<file path="src/rtl/uart_tx_frame_if.sv">
// Parallel-side handshake and serial line of the UART frame transmitter.
`timescale 1ns/1ps
interface uart_tx_frame_if #(
  parameter int DATA_W = 8
);
  logic [DATA_W-1:0] DATA_IN;
  logic              START;
  logic              BUSY;
  logic              DONE;
  logic              TX;

  modport master (output DATA_IN, START, input BUSY, DONE, TX);
  modport slave  (input DATA_IN, START, output BUSY, DONE, TX);
endinterface

</file>
<file path="src/rtl/uart_tx_frame.sv">
// LSB-first async frame transmitter (start, data, [parity], stop) with its own bit-rate counter.
// Parity bit is compiled in only when UART_TX_PARITY_EN is defined.
`timescale 1ns/1ps
module uart_tx_frame #(
  parameter int DATA_W       = 8,
  parameter int CLKS_PER_BIT = 868,
  parameter int PARITY_ODD   = 0
) (
  input logic            CLK,
  input logic            RESET,
  uart_tx_frame_if.slave bus
);
`ifdef UART_TX_PARITY_EN
  localparam int FRAME_W = DATA_W + 3;
  localparam logic PAR_SENSE = (PARITY_ODD != 0);
`else
  localparam int FRAME_W = DATA_W + 2;
`endif
  localparam int BW = $clog2(CLKS_PER_BIT);
  localparam int CW = $clog2(FRAME_W);
  localparam logic [BW-1:0] BAUD_LAST = BW'(CLKS_PER_BIT - 1);
  localparam logic [CW-1:0] BIT_LAST  = CW'(FRAME_W - 1);

  typedef enum logic [1:0] {IDLE, SHIFT, FINISH} state_t;

  state_t             state;
  logic [FRAME_W-1:0] shreg;
  logic [BW-1:0]      baud_cnt;
  logic [CW-1:0]      bit_cnt;
  logic               busy;
  logic               done;
  logic [FRAME_W-1:0] load_word;

  always_comb begin
`ifdef UART_TX_PARITY_EN
    load_word = {1'b1, (^bus.DATA_IN) ^ PAR_SENSE, bus.DATA_IN, 1'b0};
`else
    load_word = {1'b1, bus.DATA_IN, 1'b0};
`endif
  end

  // Gating by state makes TX return high the instant reset drops the FSM to IDLE.
  assign bus.TX   = (state == SHIFT) ? shreg[0] : 1'b1;
  assign bus.BUSY = busy;
  assign bus.DONE = done;

  always_ff @(posedge CLK or negedge RESET) begin
    if (!RESET) begin
      state    <= IDLE;
      shreg    <= '1;
      baud_cnt <= '0;
      bit_cnt  <= '0;
      busy     <= 1'b0;
      done     <= 1'b0;
    end else begin
      case (state)
        IDLE, FINISH: begin
          done <= 1'b0;
          if (bus.START) begin
            shreg    <= load_word;
            baud_cnt <= '0;
            bit_cnt  <= '0;
            busy     <= 1'b1;
            state    <= SHIFT;
          end else begin
            state <= IDLE;
          end
        end
        SHIFT: begin
          if (baud_cnt == BAUD_LAST) begin
            baud_cnt <= '0;
            shreg    <= {1'b1, shreg[FRAME_W-1:1]};
            if (bit_cnt == BIT_LAST) begin
              state <= FINISH;
              busy  <= 1'b0;
              done  <= 1'b1;
            end else begin
              bit_cnt <= bit_cnt + 1'b1;
            end
          end else begin
            baud_cnt <= baud_cnt + 1'b1;
          end
        end
        default: state <= IDLE;
      endcase
    end
  end
endmodule

</file>
<file path="src/flat_wrapper.sv">
// flat-port wrapper written by rule: the top's interface ports become plain ports
module uart_tx_frame_flat 
#(
  parameter int DATA_W       = 8,
  parameter int CLKS_PER_BIT = 868,
  parameter int PARITY_ODD   = 0
)
  (CLK, RESET, bus_DATA_IN, bus_START, bus_BUSY, bus_DONE, bus_TX);
  uart_tx_frame_if #(.DATA_W(DATA_W)) bus_i ();
  input logic CLK;
  input logic RESET;
  input wire logic [$bits(bus_i.DATA_IN)-1:0] bus_DATA_IN;
  input wire logic [$bits(bus_i.START)-1:0] bus_START;
  output wire logic [$bits(bus_i.BUSY)-1:0] bus_BUSY;
  output wire logic [$bits(bus_i.DONE)-1:0] bus_DONE;
  output wire logic [$bits(bus_i.TX)-1:0] bus_TX;
  assign bus_i.DATA_IN = bus_DATA_IN;
  assign bus_i.START = bus_START;
  assign bus_BUSY = bus_i.BUSY;
  assign bus_DONE = bus_i.DONE;
  assign bus_TX = bus_i.TX;
  uart_tx_frame #(.DATA_W(DATA_W), .CLKS_PER_BIT(CLKS_PER_BIT), .PARITY_ODD(PARITY_ODD)) u_core (.CLK(CLK), .RESET(RESET), .bus(bus_i));
endmodule
</file>
<file path="config.mk">
export PLATFORM = sky130hd
export DESIGN_NAME = uart_tx_frame_flat
export DESIGN_NICKNAME = d
export VERILOG_FILES = /design/src/rtl/uart_tx_frame_if.sv /design/src/rtl/uart_tx_frame.sv /design/src/flat_wrapper.sv
export SDC_FILE = /design/constraint.sdc
export NUM_CORES = 1
export LEC_CHECK = 0
export ABC_AREA = 1
export CAP_MARGIN = 20
export CELL_PAD_IN_SITES_DETAIL_PLACEMENT = 1
export CELL_PAD_IN_SITES_GLOBAL_PLACEMENT = 1
export CORE_ASPECT_RATIO = 0.9
export CORE_MARGIN = 8
export CORE_UTILIZATION = 37
export DETAILED_ROUTE_END_ITERATION = 10
export GPL_TIMING_DRIVEN = 1
export PLACE_DENSITY = 0.78
export SYNTH_ARGS = -nofsm -noshare
export SYNTH_HDL_FRONTEND = slang
export SYNTH_SLANG_ARGS = --single-unit
</file>
<file path="constraint.sdc">
create_clock -name CLK -period 1.3 [get_ports CLK]
set_input_delay 0.325 -clock CLK [delete_from_list [all_inputs] [get_ports CLK]]
set_output_delay 0.325 -clock CLK [all_outputs]
set_load 0.01 [all_outputs]
</file>
* Yosys cells after proc, flatten, opt, wreduce, memory -nomap -nowiden
Index checks and enable logic that the tools add are counted.
** Storage, ports and cells
- Output and inout port bits :: 3
- Word-level logic and storage cells :: 47
- Register bits after elaboration :: 28
** Operators by class
- Equal/unequal tests :: 8
- Add/sub/neg operators :: 2
- Reduce and logical (&&, ||, !) cells :: 9
- Muxes and demuxes :: 22
** Operators by type and width (number)
- 2-to-1 mux 10 bit :: 4
- case mux 10 bit (2 select lines) :: 2
- 2-to-1 mux 4 bit :: 3
- adder 10 x 1 -> 10 bit, second input constant :: 1
- equality test 10 bit, second input constant :: 1
- inequality test 2 bit, second input constant :: 4
- case mux 4 bit (2 select lines) :: 1
- AND reduction 4 bit :: 2
- 2-to-1 mux 1 bit :: 7
- AND reduction 3 bit :: 2
- adder 4 x 1 -> 4 bit, second input constant :: 1
- equality test 4 bit, second input constant :: 1
- 2-to-1 mux 2 bit :: 2
- case mux 1 bit (2 select lines) :: 2
- case mux 2 bit (2 select lines) :: 1
- AND reduction 2 bit :: 2
- equality test 2 x 1 -> 1 bit, second input constant :: 1
- equality test 2 bit, second input constant :: 1
- logical NOT 2 bit :: 1
- nonzero test 2 bit :: 1
- OR reduction 2 bit :: 1

* Logic depth before layout (Yosys ltp)
Gate-level depths: netlist (run 1).
- Depth in word-level cells :: 4
- Depth in mapped cells :: 9

* Least setup slack after synthesis (run 1)
No wires, ideal clock.
- Kind :: register to output
- From :: reg u_core.state[1]
- To :: out bus_TX
- Cell stages (with the launch flop) :: 5
- Arrival time :: 1.026 ns
- Path buffers :: 1
- Path slack :: -0.051 ns
- Required time :: 0.975 ns
- Path through :: dfrtp_1 -> nor2_4 -> inv_2 -> buf_2 -> or2_1
** On the way
- Cells in the longest elaborated chain, start to end :: 2
** Ends and longest elaborated chain
- start, declared :: line uart_tx_frame.sv:26 : state_t state;
- start signal, assigned :: line uart_tx_frame.sv:49 : state <= IDLE;
- start signal, assigned :: line uart_tx_frame.sv:64 : state <= SHIFT;
- start signal, assigned :: line uart_tx_frame.sv:66 : state <= IDLE;
- equality test 2 x 1 -> 1 bit :: line uart_tx_frame.sv:43 : assign bus.TX = (state == SHIFT) ? shreg[0] : 1'b1;
- 2-to-1 mux 1 bit :: line uart_tx_frame.sv:43
- end, declared :: line flat_wrapper.sv:16 : output wire logic [$bits(bus_i.TX)-1:0] bus_TX;
Every way passes these cells.

* Final worst setup path (run 1)
- From :: reg u_core.state[0]
- To :: out bus_TX
Same word-level chain as after synthesis.

==> flow_metrics.py, run 1 <==
metrics = {
    "yosys": {
        "synthCells": 195,
        "syn_area_um2": 1490,
        "syn-num-nets": 209,
        "yosysWarnings": 0,
        "synth_sequential_area_ratio": 0.462,
        "synthTopCellsByArea": "dfrtp_1, nand2_1, dfstp_2, nand3_1, inv_1",
        "ys_types": 25,
        "synth-seq-cells": 27,
        "avgSynthCellArea_um2": 7.62,
        "synth_top_cell_by_area": "dfrtp_1",
        "synth_top_area_frac": 0.303,
    },
    "sta": {
        "fin_skew_ps": 9.98,
        "grt_setup_unrepaired": "true",
        "setup_viol": 24,
        "hold_viol_final": 0,
        "worst_pin_slew_ps": 285,
        "setup_slack_ps": -280,
        "slew_headroom": 0.810,
        "fin_crit_ps": 1580,
        "max_clock_freq_mhz": 633,
        "timing.final.crit_share": 1.22,
        "finalMaxSlewViolations": 0,
    },
    "place": {
        "place_hpwl_um": 2920,
        "gp_congestion": 0.778,
        "port_buffers": 13,
        "placed_area_um2": 1870,
    },
    "route": {
        "drtIter0Drc": 54,
        "wirelength_um": 4820,
        "wl_per_cell_um": 16.5,
        "drc_errors": 0,
        "via_per_inst": 5.10,
        "ant_nets": 0,
        "via_count": 1490,
        "firstDrtPassIters": 4,
    },
    "worst_setup_path": {
        "critPathArrivalTime_ps": 1260,
        "cp_num_buf_inv": 3,
        "crit_type": "register to output pin",
        "cp_max_fo": 2,
        "cpPeakStageDelay_ps": 400,
        "cp_slowest_cell": "dfrtp_1",
        "crit_required_ps": 980,
        "cp_top_family": "flip-flops",
        "start_kind": "register",
        "crit_path_cell_trace": "inv_2 > nor2_4 > inv_4 > or2_4 > buf_6",
        "crit_path_end_kind": "output pin",
    },
    "finish": {
        "final.fill_count": 478,
        "final_cell_mix": "nand2_1, buf_4, dfrtp_1",
        "antenna_cells_inserted": 0,
        "fin_nets": 259,
        "design_area_um2": 2200,
        "syn_to_final_growth_pct": 47.9,
        "layout_commonest_cell": "nand2_1",
        "drive_gt1_frac": 0.402,
    },
    "clock_network": {
        "hold_buffers": 0,
        "tritoncts": "done",
        "clock-root-buffer": "clkbuf_8",
        "cts_htree_levels": 1,
        "cts.clk_slew.worst_paths_ps": 100,
        "cts_made_buffers": 3,
        "cts_sinks": 27,
        "ctsLongestPathBuffers": 2,
        "clock_latency_ps": 280,
    },
    "global_routing": {
        "antenna_found_initial": 0,
        "grt_pass1_wl_um": 7270,
        "overflow": 0,
        "grt_pass1_vias": 1520,
        "grt.total_usage": 0.136,
        "grt_max_degree": 28,
    },
    "run_status": {
        "outcome": "finished with violations",
        "violations": "negative setup slack",
    },
    "floorplan": {
        "initial_utilization": 0.375,
        "die_w_um": 82.8,
        "ios": 14,
        "rows": 22,
        "fp.dieArea_um2": 6300,
        "core_um2": 3960,
        "die_height_um": 76.1,
    },
    "pwr": {
        "p_leak_nw": 1.03,
        "ir_drop_mv": 0.550,
        "p_per_area_nw_per_um2": 636,
        "total_power_w": 0.00140,
    },
    "job": {
        "cap_violations": 0,
    },
    "min_path": {
        "hp-class": "primary input to asynchronous set/reset pin",
    },
}
Yosys cell counts:
cell	n
nor2_4	2
inv_2	4
nand2_1	84
nand3b_1	3
xnor2_1	2
o22ai_1	3
nand4_1	3
o21ai_0	3
ha_1	3
buf_6	1
nor2_1	8
nand3_1	23
or2_1	1
dfrtp_1	18
nand2_2	3
or2_2	1
dfstp_2	9
nand2_4	2
nor2_2	1
buf_2	3
inv_1	12
xor2_1	2
a21oi_1	1
o21ai_1	2
buf_4	1
through the flow:
| step | TNS [ps] | hold slack [ps] | std cells | util | worst slack [ps] |
|---|---|---|---|---|---|
| final | -2200 | 384 | 292 | 0.555 | -280 |
| after global routing | -4090 | 383 | 292 | 0.555 | -328 |
| after CTS | -1540 | 389 | 284 | 0.517 | -258 |
| after detailed placement | -3400 | 459 | 278 | 0.472 | -296 |
| after global placement | -2820 | 453 | 278 | 0.472 | -274 |
| after floorplan | -7.76 | 29.4 | 195 | - | -7.76 |
kinds of logic after synthesis:
| family | after synthesis | share of synthesized area |
|---|---|---|
| AND/OR/NAND/NOR | 131 | 0.393 |
| flip-flops | 27 | 0.462 |
| buffers and inverters | 21 | 0.0631 |
| AO/OA/AOI/OAI | 9 | 0.0328 |
| XOR/XNOR | 4 | 0.0236 |
| adder cells (fa/ha/maj) | 3 | 0.0253 |
report_power, final:
group / total, W / internal (W) / switching, W
combinational: 0.0000534 / 0.0000321 / 0.0000213
sequential: 0.000841 / 0.000841 / 0
clock: 0.000505 / 0.000218 / 0.000286
total: 0.00140 / 0.00109 / 0.000308
worst reg2reg max path, stage by stage (launching register included):
cell and delay [ps]:
dfrtp_1 400, inv_2 70, nor2_4 110, inv_4 40, buf_4 130, buf_12 140
nand2_8 110, clkinvlp_4 150, nand2_1 110, o21ai_2 50
state kept, by name, summed over array words and instances (netlist names):
name	flops
u_core.shreg	9
u_core.state	2
u_core.baud_cnt	10
u_core.bit_cnt	4
u_core.bus.BUSY	1
u_core.bus.DONE	1
layout make-up:
class,instances,area (µm²),area share
multi-input cells,147,865,0.393
flip-flops and latches,27,687,0.312
repair buffers,50,472,0.215
inverters,16,66.3,0.0302
well taps,48,60.1,0.0273
clock buffers,3,41.3,0.0188
clock inverters,1,7.51,0.00341
metal layers:
metal,track usage,vias up,part of all wire
met1,0.167,739,0.45
li1,-,715,-
met3,0.0224,11,0.025
met4,0.0368,0,0.024
met5,0,-,0
met2,0.236,25,0.50
what timing repair did:
item	in CTS	in global routing
buffers inserted	3	10
endpoints found under the setup margin	28	29
pin swaps	15	12
resized for setup	31	29
worst paths after layout:
path | startpoint | endpoint | slack (ps) | depth (start not counted)
worst max-delay path | u_core.state[0] | bus_TX | -280 | 5
worst min-delay path | RESET | u_core.bus.BUSY | 380 | 2
worst max register to register | u_core.state[0] | u_core.baud_cnt[6] | -120 | 9
worst min register to register | u_core.shreg[5] | u_core.shreg[5] | 480 | 2
max in group asynchronous | RESET | u_core.shreg[5] | 680 | 2
min in group CLK | u_core.shreg[5] | u_core.shreg[5] | 480 | 2
Note: power is estimated with default switching activity, not from simulation.
==> inputs of run 2 (changes only) <==
PLACE_DENSITY = not set   (was 0.78)
PLACE_DENSITY_LB_ADDON = 0.08   (was not set)
==> flow_metrics.py, run 2 (synthesis results as in run 1) <==
metrics = {
    "clock_network": {
        "cts_sinks": 27,
        "clock-root-buffer": "clkbuf_8",
        "cts.clk_slew.worst_paths_ps": 100,
        "ctsLongestPathBuffers": 2,
        "tritoncts": "done",
        "cts_made_buffers": 3,
        "cts_htree_levels": 1,
        "clock_latency_ps": 280,
    },
    "route": {
        "via_count": 1394,
        "firstDrtPassIters": 4,
        "wl_met1_um": 1990,
        "wl_met2_um": 2080,
        "top_layer_used": "met4",
        "wl_per_cell_um": 14.4,
        "wirelength_um": 4140,
        "via_per_inst": 4.86,
        "drc_errors": 0,
        "drtIter0Drc": 32,
        "dr_wl_met3_um": 49,
        "ant_nets": 0,
    },
    "global_routing": {
        "grt_max_degree": 28,
        "grt_pass1_wl_um": 7050,
        "grt.total_usage": 0.130,
        "grt_pass1_vias": 1549,
        "antenna_found_initial": 0,
        "overflow": 0,
    },
    "sta": {
        "finalMaxSlewViolations": 0,
        "setup_viol": 21,
        "fin_crit_ps": 1530,
        "setup_slack_ps": -228,
        "grt_setup_unrepaired": "true",
        "worst_pin_slew_ps": 241,
        "fin_skew_ps": 12.4,
        "timing.final.crit_share": 1.18,
        "holdWs_ps": 390,
        "max_clock_freq_mhz": 654,
        "slew_headroom": 0.839,
        "hold_viol_final": 0,
    },
    "worst_setup_path": {
        "crit_required_ps": 980,
        "crit_type": "register to output pin",
        "cp_top_family": "flip-flops",
        "start_kind": "register",
        "critPathArrivalTime_ps": 1200,
        "cp_slowest_cell": "dfrtp_1",
        "cp_num_buf_inv": 2,
        "cpPeakStageDelay_ps": 410,
        "cp_max_fo": 2,
        "crit_path_end_kind": "output pin",
        "crit_path_cell_trace": "nor2_4 > inv_4 > or2_4 > buf_6",
    },
    "finish": {
        "antenna_cells_inserted": 0,
        "design_area_um2": 2110,
        "syn_to_final_growth_pct": 41.7,
        "drive_gt1_frac": 0.347,
        "fin_nets": 254,
        "largest_reg_flops": 10,
        "final_cell_mix": "nand2_1, buf_4, dfrtp_1",
        "top_register": "u_core.baud_cnt",
        "layout_commonest_cell": "nand2_1",
        "reg.largest.list": "u_core.baud_cnt (10), u_core.shreg (9), u_core.bit_cnt (4)",
    },
    "place": {
        "gp_congestion": 0.793,
        "place_hpwl_um": 3070,
        "port_buffers": 13,
        "placed_area_um2": 1880,
    },
    "pwr": {
        "p_per_area_nw_per_um2": 658,
        "total_power_w": 0.00139,
        "ir_drop_mv": 0.334,
        "p_leak_nw": 1.00,
    },
    "floorplan": {
        "initial_utilization": 0.375,
        "ios": 14,
        "die_w_um": 82.8,
        "rows": 22,
        "core_um2": 3960,
        "die_height_um": 76.1,
        "fp.dieArea_um2": 6300,
    },
    "run_status": {
        "violations": "negative setup slack",
        "outcome": "finished with violations",
    },
    "job": {
        "cap_violations": 0,
    },
    "min_path": {
        "hp-class": "primary input to asynchronous set/reset pin",
    },
}
==> run 2: cell types whose count changed in the layout (fill, tap and decap cells not counted), sizes merged <==
cell | before | now
buf | 38 | 33
clkinvlp | 2 | 0
inv | 15 | 16
dlygate4sd2 | 0 | 1
==> run 2: cell type report <==
cell class | count | area, µm²
fillers | 492 | 1860
well taps | 48 | 60.1
flip-flops and latches | 27 | 687
inverters | 16 | 62.6
clock buffers | 4 | 45.0
repair buffers | 45 | 398
multi-input cells | 147 | 853
==> run 2: per-layer routing <==
| layer | vias to the layer above | GRT usage |
|---|---|---|
| li1 | 697 | - |
| met4 | 0 | 0.0263 |
| met2 | 7 | 0.235 |
| met1 | 688 | 0.157 |
| met5 | - | 0 |
| met3 | 2 | 0.0171 |
==> run 2: worst paths after layout <==
check | start | end | slack [ps] | cells past startpoint
setup / recovery | u_core.state[1] | bus_TX | -230 | 4
hold / removal | RESET | u_core.baud_cnt[6] | 390 | 2
setup reg to reg | u_core.state[1] | u_core.bit_cnt[0] | -120 | 7
hold reg to reg | u_core.shreg[5] | u_core.shreg[5] | 470 | 2
max in group asynchronous | RESET | u_core.shreg[0] | 660 | 2
min in group CLK | u_core.shreg[5] | u_core.shreg[5] | 470 | 2
==> run 2: repair_timing <==
item	in CTS	in global routing
resized for setup	24	18
hold buffers	0	0
setup buffers	4	3
endpoints found under the hold margin	0	0
setup endpoints to repair	28	30
pin swaps	16	5
==> run 2: where the power goes <==
group	internal, W	leakage [nW]	switching, W	total, W
registers	0.000841	0.324	0	0.000841
clock network	0.000220	0.0228	0.000270	0.000490
logic	0.0000322	0.656	0.0000219	0.0000540
total	0.00109	1.00	0.000292	0.00139
==> run 2: stage by stage <==
step	cells	setup TNS, ps	worst slack (ps)	util
finish	287	-1290	-228	0.531
CTS	285	-1300	-243	0.507
global placement	279	-2910	-279	0.474
detailed placement	279	-3200	-310	0.474
global route	287	-3260	-282	0.531
floorplan	195	-7.76	-7.76	-
==> inputs of run 3 (changes only) <==
CAP_MARGIN = not set   (was 20)
==> results of run 3 <==
The final DEF is identical to that of run 2; final timing and power are the same.
